`src/rtl/pipeline_ctrl.sv`:
```
// ---------------------------------------------------------------------------
// pipeline_ctrl
// Hazard and sequencing controller for the 5-stage IF/ID/EX/MEM/WB core.
//
// Ports
//   clk_i, rst_i              : core clock, asynchronous active-high reset
//   id_*                      : ID-stage instruction info (valid, rs1/rs2, uses)
//   ex_*                      : ID/EX register info (valid, load, rd, redirect)
//   mem_*                     : EX/MEM register info (valid, busy, exception,
//                               fence.i, instruction PC)
//   trap_vec_i                : trap handler target (mtvec)
//   icache_flush_valid_o/
//   icache_flush_ready_i      : fence.i instruction-cache flush handshake
//   stall_{if,id,ex,mem}_o    : hold the corresponding stage register
//   flush_{id,ex,mem,wb}_o    : load a bubble into IF/ID, ID/EX, EX/MEM, MEM/WB
//   redirect_valid_o/_pc_o    : load fetch PC at the next clock edge
//   trap_commit_o             : pulse telling the CSR file to latch trap info
//   stall_cycles_o            : saturating count of cycles with stall_if_o=1
//
// All control outputs are combinational from the FSM state and the inputs,
// so redirects and stalls take effect at the very next clock edge.
// ---------------------------------------------------------------------------
module pipeline_ctrl #(
    parameter int Xlen = 32,
    parameter int CntW = 32
) (
    input  logic            clk_i,
    input  logic            rst_i,
    input  logic            id_valid_i,
    input  logic [4:0]      id_rs1_addr_i,
    input  logic [4:0]      id_rs2_addr_i,
    input  logic            id_uses_rs1_i,
    input  logic            id_uses_rs2_i,
    input  logic            ex_valid_i,
    input  logic            ex_is_load_i,
    input  logic [4:0]      ex_rd_addr_i,
    input  logic            ex_redirect_i,
    input  logic [Xlen-1:0] ex_target_i,
    input  logic            mem_valid_i,
    input  logic            mem_busy_i,
    input  logic            mem_expt_valid_i,
    input  logic            mem_is_fencei_i,
    input  logic [Xlen-1:0] mem_pc_i,
    input  logic [Xlen-1:0] trap_vec_i,
    output logic            icache_flush_valid_o,
    input  logic            icache_flush_ready_i,
    output logic            stall_if_o,
    output logic            stall_id_o,
    output logic            stall_ex_o,
    output logic            stall_mem_o,
    output logic            flush_id_o,
    output logic            flush_ex_o,
    output logic            flush_mem_o,
    output logic            flush_wb_o,
    output logic            redirect_valid_o,
    output logic [Xlen-1:0] redirect_pc_o,
    output logic            trap_commit_o,
    output logic [CntW-1:0] stall_cycles_o
);

    typedef enum logic [1:0] {
        ST_RUN    = 2'd0,
        ST_FLUSH  = 2'd1,
        ST_REFILL = 2'd2
    } state_t;

    state_t          r_state;
    logic [Xlen-1:0] r_fencei_pc;
    logic [CntW-1:0] r_stall_cnt;

    logic w_mem_hold;
    logic w_trap;
    logic w_fencei;
    logic w_ex_redirect;
    logic w_rs1_hit;
    logic w_rs2_hit;
    logic w_load_use;
    logic w_enter_flush;

    // Raw event detection; priority is resolved in the output decoder.
    assign w_mem_hold    = mem_valid_i & mem_busy_i;
    assign w_trap        = mem_valid_i & mem_expt_valid_i;
    assign w_fencei      = mem_valid_i & mem_is_fencei_i;
    assign w_ex_redirect = ex_valid_i & ex_redirect_i;
    assign w_rs1_hit     = id_uses_rs1_i & (id_rs1_addr_i == ex_rd_addr_i);
    assign w_rs2_hit     = id_uses_rs2_i & (id_rs2_addr_i == ex_rd_addr_i);
    // x0 is never a real producer, so a load into x0 cannot create a hazard.
    assign w_load_use    = ex_valid_i & ex_is_load_i & (ex_rd_addr_i != 5'd0) &
                           id_valid_i & (w_rs1_hit | w_rs2_hit);
    assign w_enter_flush = (r_state == ST_RUN) & ~w_mem_hold & ~w_trap & w_fencei;

    assign stall_cycles_o = r_stall_cnt;

    always_comb begin
        icache_flush_valid_o = 1'b0;
        stall_if_o           = 1'b0;
        stall_id_o           = 1'b0;
        stall_ex_o           = 1'b0;
        stall_mem_o          = 1'b0;
        flush_id_o           = 1'b0;
        flush_ex_o           = 1'b0;
        flush_mem_o          = 1'b0;
        flush_wb_o           = 1'b0;
        redirect_valid_o     = 1'b0;
        redirect_pc_o        = '0;
        trap_commit_o        = 1'b0;

        if (rst_i) begin
            // Keep bubbles in every stage while reset is held; this also
            // drops an in-flight flush request without waiting for a clock.
            flush_id_o  = 1'b1;
            flush_ex_o  = 1'b1;
            flush_mem_o = 1'b1;
            flush_wb_o  = 1'b1;
        end else begin
            unique case (r_state)
                ST_RUN: begin
                    if (w_mem_hold) begin
                        // Freeze everything up to MEM; a pending EX redirect
                        // simply stays in ID/EX and is acted on later.
                        stall_if_o  = 1'b1;
                        stall_id_o  = 1'b1;
                        stall_ex_o  = 1'b1;
                        stall_mem_o = 1'b1;
                        flush_wb_o  = 1'b1;
                    end else if (w_trap) begin
                        // Trapping instruction still moves to WB (with its
                        // exception flag) so WB can suppress the write.
                        flush_id_o       = 1'b1;
                        flush_ex_o       = 1'b1;
                        flush_mem_o      = 1'b1;
                        redirect_valid_o = 1'b1;
                        redirect_pc_o    = trap_vec_i;
                        trap_commit_o    = 1'b1;
                    end else if (w_fencei) begin
                        stall_if_o  = 1'b1;
                        flush_id_o  = 1'b1;
                        flush_ex_o  = 1'b1;
                        flush_mem_o = 1'b1;
                    end else if (w_ex_redirect) begin
                        flush_id_o       = 1'b1;
                        flush_ex_o       = 1'b1;
                        redirect_valid_o = 1'b1;
                        redirect_pc_o    = ex_target_i;
                    end else if (w_load_use) begin
                        // The bubble in ID/EX lets the load reach MEM, so the
                        // hazard clears after exactly one cycle.
                        stall_if_o = 1'b1;
                        stall_id_o = 1'b1;
                        flush_ex_o = 1'b1;
                    end
                end
                ST_FLUSH: begin
                    icache_flush_valid_o = 1'b1;
                    stall_if_o           = 1'b1;
                    flush_id_o           = 1'b1;
                    flush_ex_o           = 1'b1;
                    flush_mem_o          = 1'b1;
                end
                ST_REFILL: begin
                    redirect_valid_o = 1'b1;
                    redirect_pc_o    = r_fencei_pc + {{(Xlen-3){1'b0}}, 3'd4};
                    flush_id_o       = 1'b1;
                end
                default: ;
            endcase
        end
    end

    always_ff @(posedge clk_i or posedge rst_i) begin
        if (rst_i) begin
            r_state     <= ST_RUN;
            r_stall_cnt <= '0;
        end else begin
            if (stall_if_o && (r_stall_cnt != {CntW{1'b1}})) begin
                r_stall_cnt <= r_stall_cnt + 1'b1;
            end
            unique case (r_state)
                ST_RUN: begin
                    if (w_enter_flush) begin
                        r_state <= ST_FLUSH;
                    end
                end
                ST_FLUSH: begin
                    if (icache_flush_ready_i) begin
                        r_state <= ST_REFILL;
                    end
                end
                ST_REFILL: r_state <= ST_RUN;
                default:   r_state <= ST_RUN;
            endcase
        end
    end

    // PC of the fence.i, captured when the flush sequence starts.
    always_ff @(posedge clk_i) begin
        if (w_enter_flush && !rst_i) begin
            r_fencei_pc <= mem_pc_i;
        end
    end

endmodule

```
`config.mk`:
```
export PLATFORM = sky130hd
export DESIGN_NAME = pipeline_ctrl
export DESIGN_NICKNAME = d
export VERILOG_FILES = /design/src/rtl/pipeline_ctrl.sv
export SDC_FILE = /design/constraint.sdc
export NUM_CORES = 1
export LEC_CHECK = 0
export CELL_PAD_IN_SITES_DETAIL_PLACEMENT = 0
export CELL_PAD_IN_SITES_GLOBAL_PLACEMENT = 2
export CORE_AREA = 2 2 163 117
export DETAILED_ROUTE_END_ITERATION = 12
export DIE_AREA = 0 0 165 119
export PLACE_DENSITY = 0.82
export REMOVE_ABC_BUFFERS = 1
export SLEW_MARGIN = 5
export SYNTH_ARGS = -nofsm -noshare
export SYNTH_HDL_FRONTEND = slang
export SYNTH_SLANG_ARGS = --single-unit
export TNS_END_PERCENT = 100
```
`constraint.sdc`:
```
create_clock -name clk_i -period 4.8 [get_ports clk_i]
set_clock_uncertainty 0.1 [all_clocks]
set_input_delay 0.48 -clock clk_i [delete_from_list [all_inputs] [get_ports clk_i]]
set_output_delay 0.48 -clock clk_i [all_outputs]
set_load 0.01 [all_outputs]
```
==> impl_results.md, run 1 <==
* Status: finished, final reports clean
* Number of synthesized register bits at 66
* Slew @ Worst Pin at around 1100 ps
* Cell taking the most area after synthesis: edfxtp_1
* RSZ-0062 raised after global routing: false
* Setup WS post-layout at between 1000 and 1500 ps
* Hold Buf Count CTS at 0
* First-pass GRT wire length at around 23000 um
* # port buffers at slightly below 200
* Commonest non-fill, non-tap cell in the layout: clkdlybuf4s50_1
* Half-perimeter wire length after placement at 11000 um
* Vias per cell at ~4.6
* CTS tree: yes
* Startpoint class of the critical path: primary input
* Largest net degree at the start of global routing at 38
* CTS sink count at 66
* Post-Syn Area at around 4300 sq um
* Clock-pin slew on the worst setup and hold paths at 60 ps
* Critical Path RT at roughly 4200 ps
* DR WL/cell at 16.3 um
* YS warnings at 0
* H-tree lvl count at 3
* Setup TNS at 0 ps
* Power density over the cells at ~320 nW/um^2
* Core box area at between 15000 and 20000 sq um
* Placed Area at approximately 6500 sq um
* Design Area, Final at approximately 6800 sq um
* CTS Buf Count at 9
* Most frequent cells in the layout: clkdlybuf4s50_1 (198), nor2_1 (61), xor2_1 (45)
* Total global routing overflow at 0
* Layout area overhead at 58.9%
* Pre-CTS setup slack at about 1000 ps
* Row cnt at 42
* PostCTS Resize Cnt at 0
* Crit Path Max Fanout at 21
* Clock Path Buffers at 2
* Die ar. at ~20000 sq um
* Die X at about 170 um
* Vias in the first global route at 4148
* Post-synth top area share at a little under a quarter
* Non-filler cells, final at ~890
* Ys async rst share at slightly above 50%
* Final Util at between 30 and 40%
* Max Cap Violations at 0
* IO Pins at 199
* Worst-Skew Late Latency at approximately 340 ps
* Clock root cell: clkbuf_16
* Seq/Total Area, Yosys at 42.5%
* Hold WC Path Type: flip-flop to flip-flop
* Inserted Diodes at 0
* Peak VDD IR at around 0.00024 V
* Register-to-Register Setup Slack at 1710 ps
* Initial antenna violation count at 3
* Share of cells above drive strength 1 at under 10%
* GP Congestion at roughly 0.8
* Fin crit period at 3790 ps
* Vias at about 4100
* Avg Cell Area, Syn at about 9.3 sq um
* Final Slew Violations at 0
* Synth area leaders: edfxtp_1 (23%), dfrtp_1 (20%), xor2_1 (9.3%), a22oi_1 (5.6%), nor2_1 (5.4%)
* Post CTS Setup Buffer Count at 0
* Initial Util at 23.2%
* DR iter-0 viols at between 200 and 250
* Routed Antenna Nets at 0
* Setup-failing EPs final at 0
* Synth Flop Type: dfrtp_1
* Number of flops mapped to enable cells by yosys at 32
* Cells after synthesis at between 400 and 500
* 1st-pass router iterations at 4
* Post-route DRC violation count at 0
* Crit path arrival time at approximately 3200 ps
* Overall Power at roughly 2.2 mW
* Critical path endpoint category: output pin
* Pleak at 2.42 nW
* Gr usage total at 14.8%
* Min Hold Slack at slightly below 400 ps
* DIE HEIGHT at about 120 um
* Nets at 775
* DP Cell Count at slightly below 900
* WL final at between 10000 and 15000 um
* Unique masters post-synth at between 40 and 50
* Slew margin rel. at about a quarter
* Final worst path period share at between 70 and 80%
* Final Hold Fails at 0
* Max Freq at around 260 MHz
* Worst Setup Path Type: primary input to output pin
## per-layer routing
layer	vias up	GRT usage (%)	routed length [um]
li1	2034	-	-
met1	1924	19.2	6480
met2	137	23.6	6690
met3	20	4.88	1150
met4	2	4.02	225
met5	-	0	13
## worst max-delay path, stage by stage
cell and delay [ps]:
clkdlybuf4s50_1 440, o21ai_0 370, nor2b_2 560, buf_4 360, a22oi_1 110, nor2_1 110, a21oi_1 60, nor2_1 140
clkdlybuf4s50_1 550
## kinds of logic (layout without fill, tap and decap cells)
| kind of cell | Yosys count | after routing | synth area share, % |
|---|---|---|---|
| buffers and inverters | 39 | 233 | 4.11 |
| AO/OA/AOI/OAI | 82 | 82 | 12.6 |
| XOR/XNOR | 69 | 69 | 14.2 |
| AND/OR/NAND/NOR | 193 | 193 | 24.4 |
| flip-flops | 66 | 66 | 42.5 |
| multiplexers | 1 | 1 | 0.352 |
| adder cells (fa/ha/maj) | 6 | 6 | 1.76 |
## path summary, 6_finish.rpt
path,startpoint,end,depth (start not counted)
worst max-delay path,mem_is_fencei_i,redirect_pc_o[17],9
worst min-delay path,stall_cycles_o[28],stall_cycles_o[28],1
worst max register to register,stall_cycles_o[0],stall_cycles_o[6],8
worst min register to register,stall_cycles_o[28],stall_cycles_o[28],1
max in group asynchronous,rst_i,stall_cycles_o[21],3
min in group asynchronous,rst_i,stall_cycles_o[13],3
## report_power, final
part	total (mW)	switching, mW	internal (mW)
clock	0.642	0.249	0.393
sequential	0.720	0.0677	0.652
combinational	0.796	0.403	0.393
## flip-flops by register name, indices dropped and copies added (netlist names)
| register | cells |
|---|---|
| r_fencei_pc | 32 |
| r_state | 2 |
| stall_cycles_o | 32 |
## cells in the mapped netlist (16+ instances only)
| master | n |
|---|---|
| clkbuf_1 | 17 |
| xor2_1 | 45 |
| a21oi_1 | 22 |
| nand4_1 | 19 |
| a22oi_1 | 32 |
| nand3_1 | 21 |
| dfrtp_1 | 34 |
| nand2_1 | 31 |
| edfxtp_1 | 32 |
| nor3_1 | 16 |
| nor2_1 | 61 |
| xnor2_1 | 24 |
## final cells by class
class	instances	area, sq um
clock buffer	12	268
clock inverter	4	21.3
sequential	66	1810
fill	1839	11600
multi-input combinational	351	2290
timing repair buffer	204	2030
inverter	13	48.8
tap	242	303
Note: power is estimated with default switching activity, not from simulation.
==> run 2, diff against run 1 <==
==> constraint.sdc (replaced) <==
create_clock -name clk_i -period 3.6 [get_ports clk_i]
set_clock_uncertainty 0.1 [all_clocks]
set_input_delay 0.36 -clock clk_i [delete_from_list [all_inputs] [get_ports clk_i]]
set_output_delay 0.36 -clock clk_i [all_outputs]
set_load 0.01 [all_outputs]
==> run 2 against run 1 <==
Net effect: power increased by 34%; largest power group unchanged; via count increased by 1.4%; highest routed layer unchanged; core utilization increased by 0.29 points; critical endpoint is now redirect_pc_o[25]; sequential share of layout area decreased by 0.21 points; final cell count increased by 0.45%; critical path type is now flip-flop to output pin.
==> impl_results.md, run 2 (synthesis results as in run 1) <==
* Status: finished, final reports clean
* CP max stage cell: clkdlybuf4s50_1
* Critical path endpoint category: output pin
* # port buffers at 198 (unchanged)
* Vias in the first global route at 4203 (+1.3%)
* Hold Buf Count CTS at 0 (unchanged)
* CTS Buf Count at 9 (unchanged)
* Startpoint class of the critical path: flip-flop
* Clock Path Buffers at 2 (unchanged)
* CTS tree: yes
* Worst path bufs/invs at 1 (-2)
* Overall Power at 2.89 mW (+34%)
* Row cnt at 42 (unchanged)
* Commonest non-fill, non-tap cell in the layout: clkdlybuf4s50_1
* Die ar. at 19600 sq um (unchanged)
* Design Area, Final at 6820 sq um (+0.78%)
* Slew margin rel. at 38.5% (+12 points)
* Fin crit period at ~3300 ps
* Final Hold Fails at 0 (unchanged)
* WL final at 14100 um (-3.2%)
* Initial antenna violation count at 2 (-1)
* Critical Path RT at 3140 ps (-1080 ps)
* CTS sink count at 66 (unchanged)
* Crit path arrival time at 2790 ps (-420 ps)
* Setup-failing EPs final at 0 (unchanged)
* Vias at 4173 (+1.4%)
* Worst Setup Path Type: flip-flop to output pin
* Slew @ Worst Pin at 922 ps (-177 ps)
* Crit-path leading delay family: simple AND/OR/NAND/NOR gates
* Area of the multi-input gates at 2290 sq um (unchanged)
* Layout area overhead at 60.2%
* Post CTS Setup Buffer Count at 0 (unchanged)
* Worst-Skew Late Latency at 330 ps (about the same)
* Max Cap Violations at 0 (unchanged)
* Clock root cell: clkbuf_16
* Hold WC Path Type: primary input to async pin
* Core box area at 18300 sq um (unchanged)
* Inserted Diodes at 0 (unchanged)
* Nets at 779 (+0.52%)
* RSZ-0062 raised after global routing: false
* R2R Path Start: stall_cycles_o[0]
* Half-perimeter wire length after placement at 11000 um (-0.39%)
* Fillers at 1835 (-0.22%)
* Crit-path max cell delay at 590 ps (+30 ps)
* Reg-to-Reg End: stall_cycles_o[1]
* H-tree lvl count at 3 (unchanged)
* GP Congestion at 0.779 (-3.0%)
* DR iter-0 viols at 265 (+14%)
* Crit Path Max Fanout at 6 (-71%)
* IO Pins at 199 (unchanged)
* Storage cell area at 1810 sq um (unchanged)
* Vias per cell at 4.66 (+0.91%)
* Share of cells above drive strength 1 at 6.88% (+0.73 points)
* Placed Area at 6520 sq um (+0.66%)
* Total global routing overflow at 0 (unchanged)
* Most frequent cells in the layout: clkdlybuf4s50_1 (198), nor2_1 (61), xor2_1 (45)
* Final worst path period share at 90.4%
* Clock-pin slew on the worst setup and hold paths at 50 ps (about the same)
* Pleak at 2.44 nW (+1.2%)
* PostCTS Resize Cnt at 0 (unchanged)
* Die X at 165 um (unchanged)
* Initial Util at 23.2% (unchanged)
* Routed Antenna Nets at 0 (unchanged)
* Worst-path cell chain: nand3_1, nor4_1, and2_1, nand4_1, xor2_1, o22ai_1, clkdlybuf4s50_1
* Peak VDD IR at 0.000336 V (+38%)
* First-pass GRT wire length at 22000 um (-2.2%)
* DR WL/cell at 15.7 um (-3.6%)
* 1st-pass router iterations at 5 (+1)
* Max Freq at 307 MHz
* Power density over the cells at 424 nW/um^2 (+33%)
* Final Slew Violations at 0 (unchanged)
* Post-route DRC violation count at 0 (unchanged)
* Register-to-Register Setup Slack at 920 ps (-790 ps)
* Largest net degree at the start of global routing at 33 (-13%)
* DIE HEIGHT at 119 um (unchanged)
* Gr usage total at 14.2% (-0.64 points)
* Worst R2R Path Depth at 8 (unchanged)
==> run 2: cell count changes in the layout (fill, tap and decap cells not counted), sizes merged <==
cell / previous run / this run
buf: 6 / 10
clkbuf: 12 / 13
clkinv: 2 / 1
==> run 2: per-stage QoR <==
stage	cells	setup TNS, ps	setup slack (ps)	utilization (%)	hold WS (ps)
6_report	896	0	346	37.2	336
5_1_grt	896	0	89.0	37.2	358
4_1_cts	896	0	247	37.2	324
3_5_place_dp	880	0	441	35.6	390
3_3_place_gp	880	0	429	35.6	384
2_1_floorplan	430	-32350	-1010	-	359
==> run 2: how the worst max path moves through the flow <==
| stage | startpoint | to | slack [ps] | cells past startpoint |
|---|---|---|---|---|
| 3_5_place_dp | mem_expt_valid_i | redirect_pc_o[0] | 440 | 9 |
| 5_1_grt | r_fencei_pc[6] | redirect_pc_o[31] | 90 | 7 |
| 6_report | r_fencei_pc[6] | redirect_pc_o[25] | 350 | 7 |
| 2_1_floorplan | rst_i | r_fencei_pc[0] | -1010 | 3 |
| 4_1_cts | r_state[0] | redirect_pc_o[1] | 250 | 5 |
| 3_3_place_gp | mem_expt_valid_i | redirect_pc_o[1] | 430 | 9 |
==> run 2: power breakdown <==
group | leakage [nW] | switching, mW | internal (mW) | total [mW]
logic | 1.60 | 0.534 | 0.537 | 1.07
clock network | 0.152 | 0.316 | 0.545 | 0.861
registers | 0.696 | 0.0883 | 0.870 | 0.958
==> run 2: final cells by class <==
cell class	count	area share, %
Clock buffer	13	4.13
Clock inverter	3	0.257
Inverter	13	0.715
Multi-Input combinational cell	351	33.6
Sequential cell	66	26.6
Tap cell	242	4.44
Timing Repair Buffer	208	30.3
==> run 2: routing by layer <==
metal / GRT usage [%] / routed length (um) / vias to the layer above
met1: 18.5 / 6380 / 1963
li1: - / - / 2044
met3: 4.11 / 1100 / 15
met4: 2.72 / 126 / 2
met2: 23.5 / 6480 / 149
met5: 0 / 17 / -
==> run 3, diff against run 2 <==
--- a/config.mk
+++ b/config.mk
@@ -8,6 +8,7 @@
 export CELL_PAD_IN_SITES_DETAIL_PLACEMENT = 0
 export CELL_PAD_IN_SITES_GLOBAL_PLACEMENT = 2
 export CORE_AREA = 2 2 163 117
+export CTS_CLUSTER_DIAMETER = 50
 export DETAILED_ROUTE_END_ITERATION = 12
 export DIE_AREA = 0 0 165 119
 export PLACE_DENSITY = 0.82
==> results of run 3 <==
The final DEF is identical to that of run 2; final timing and power are the same.
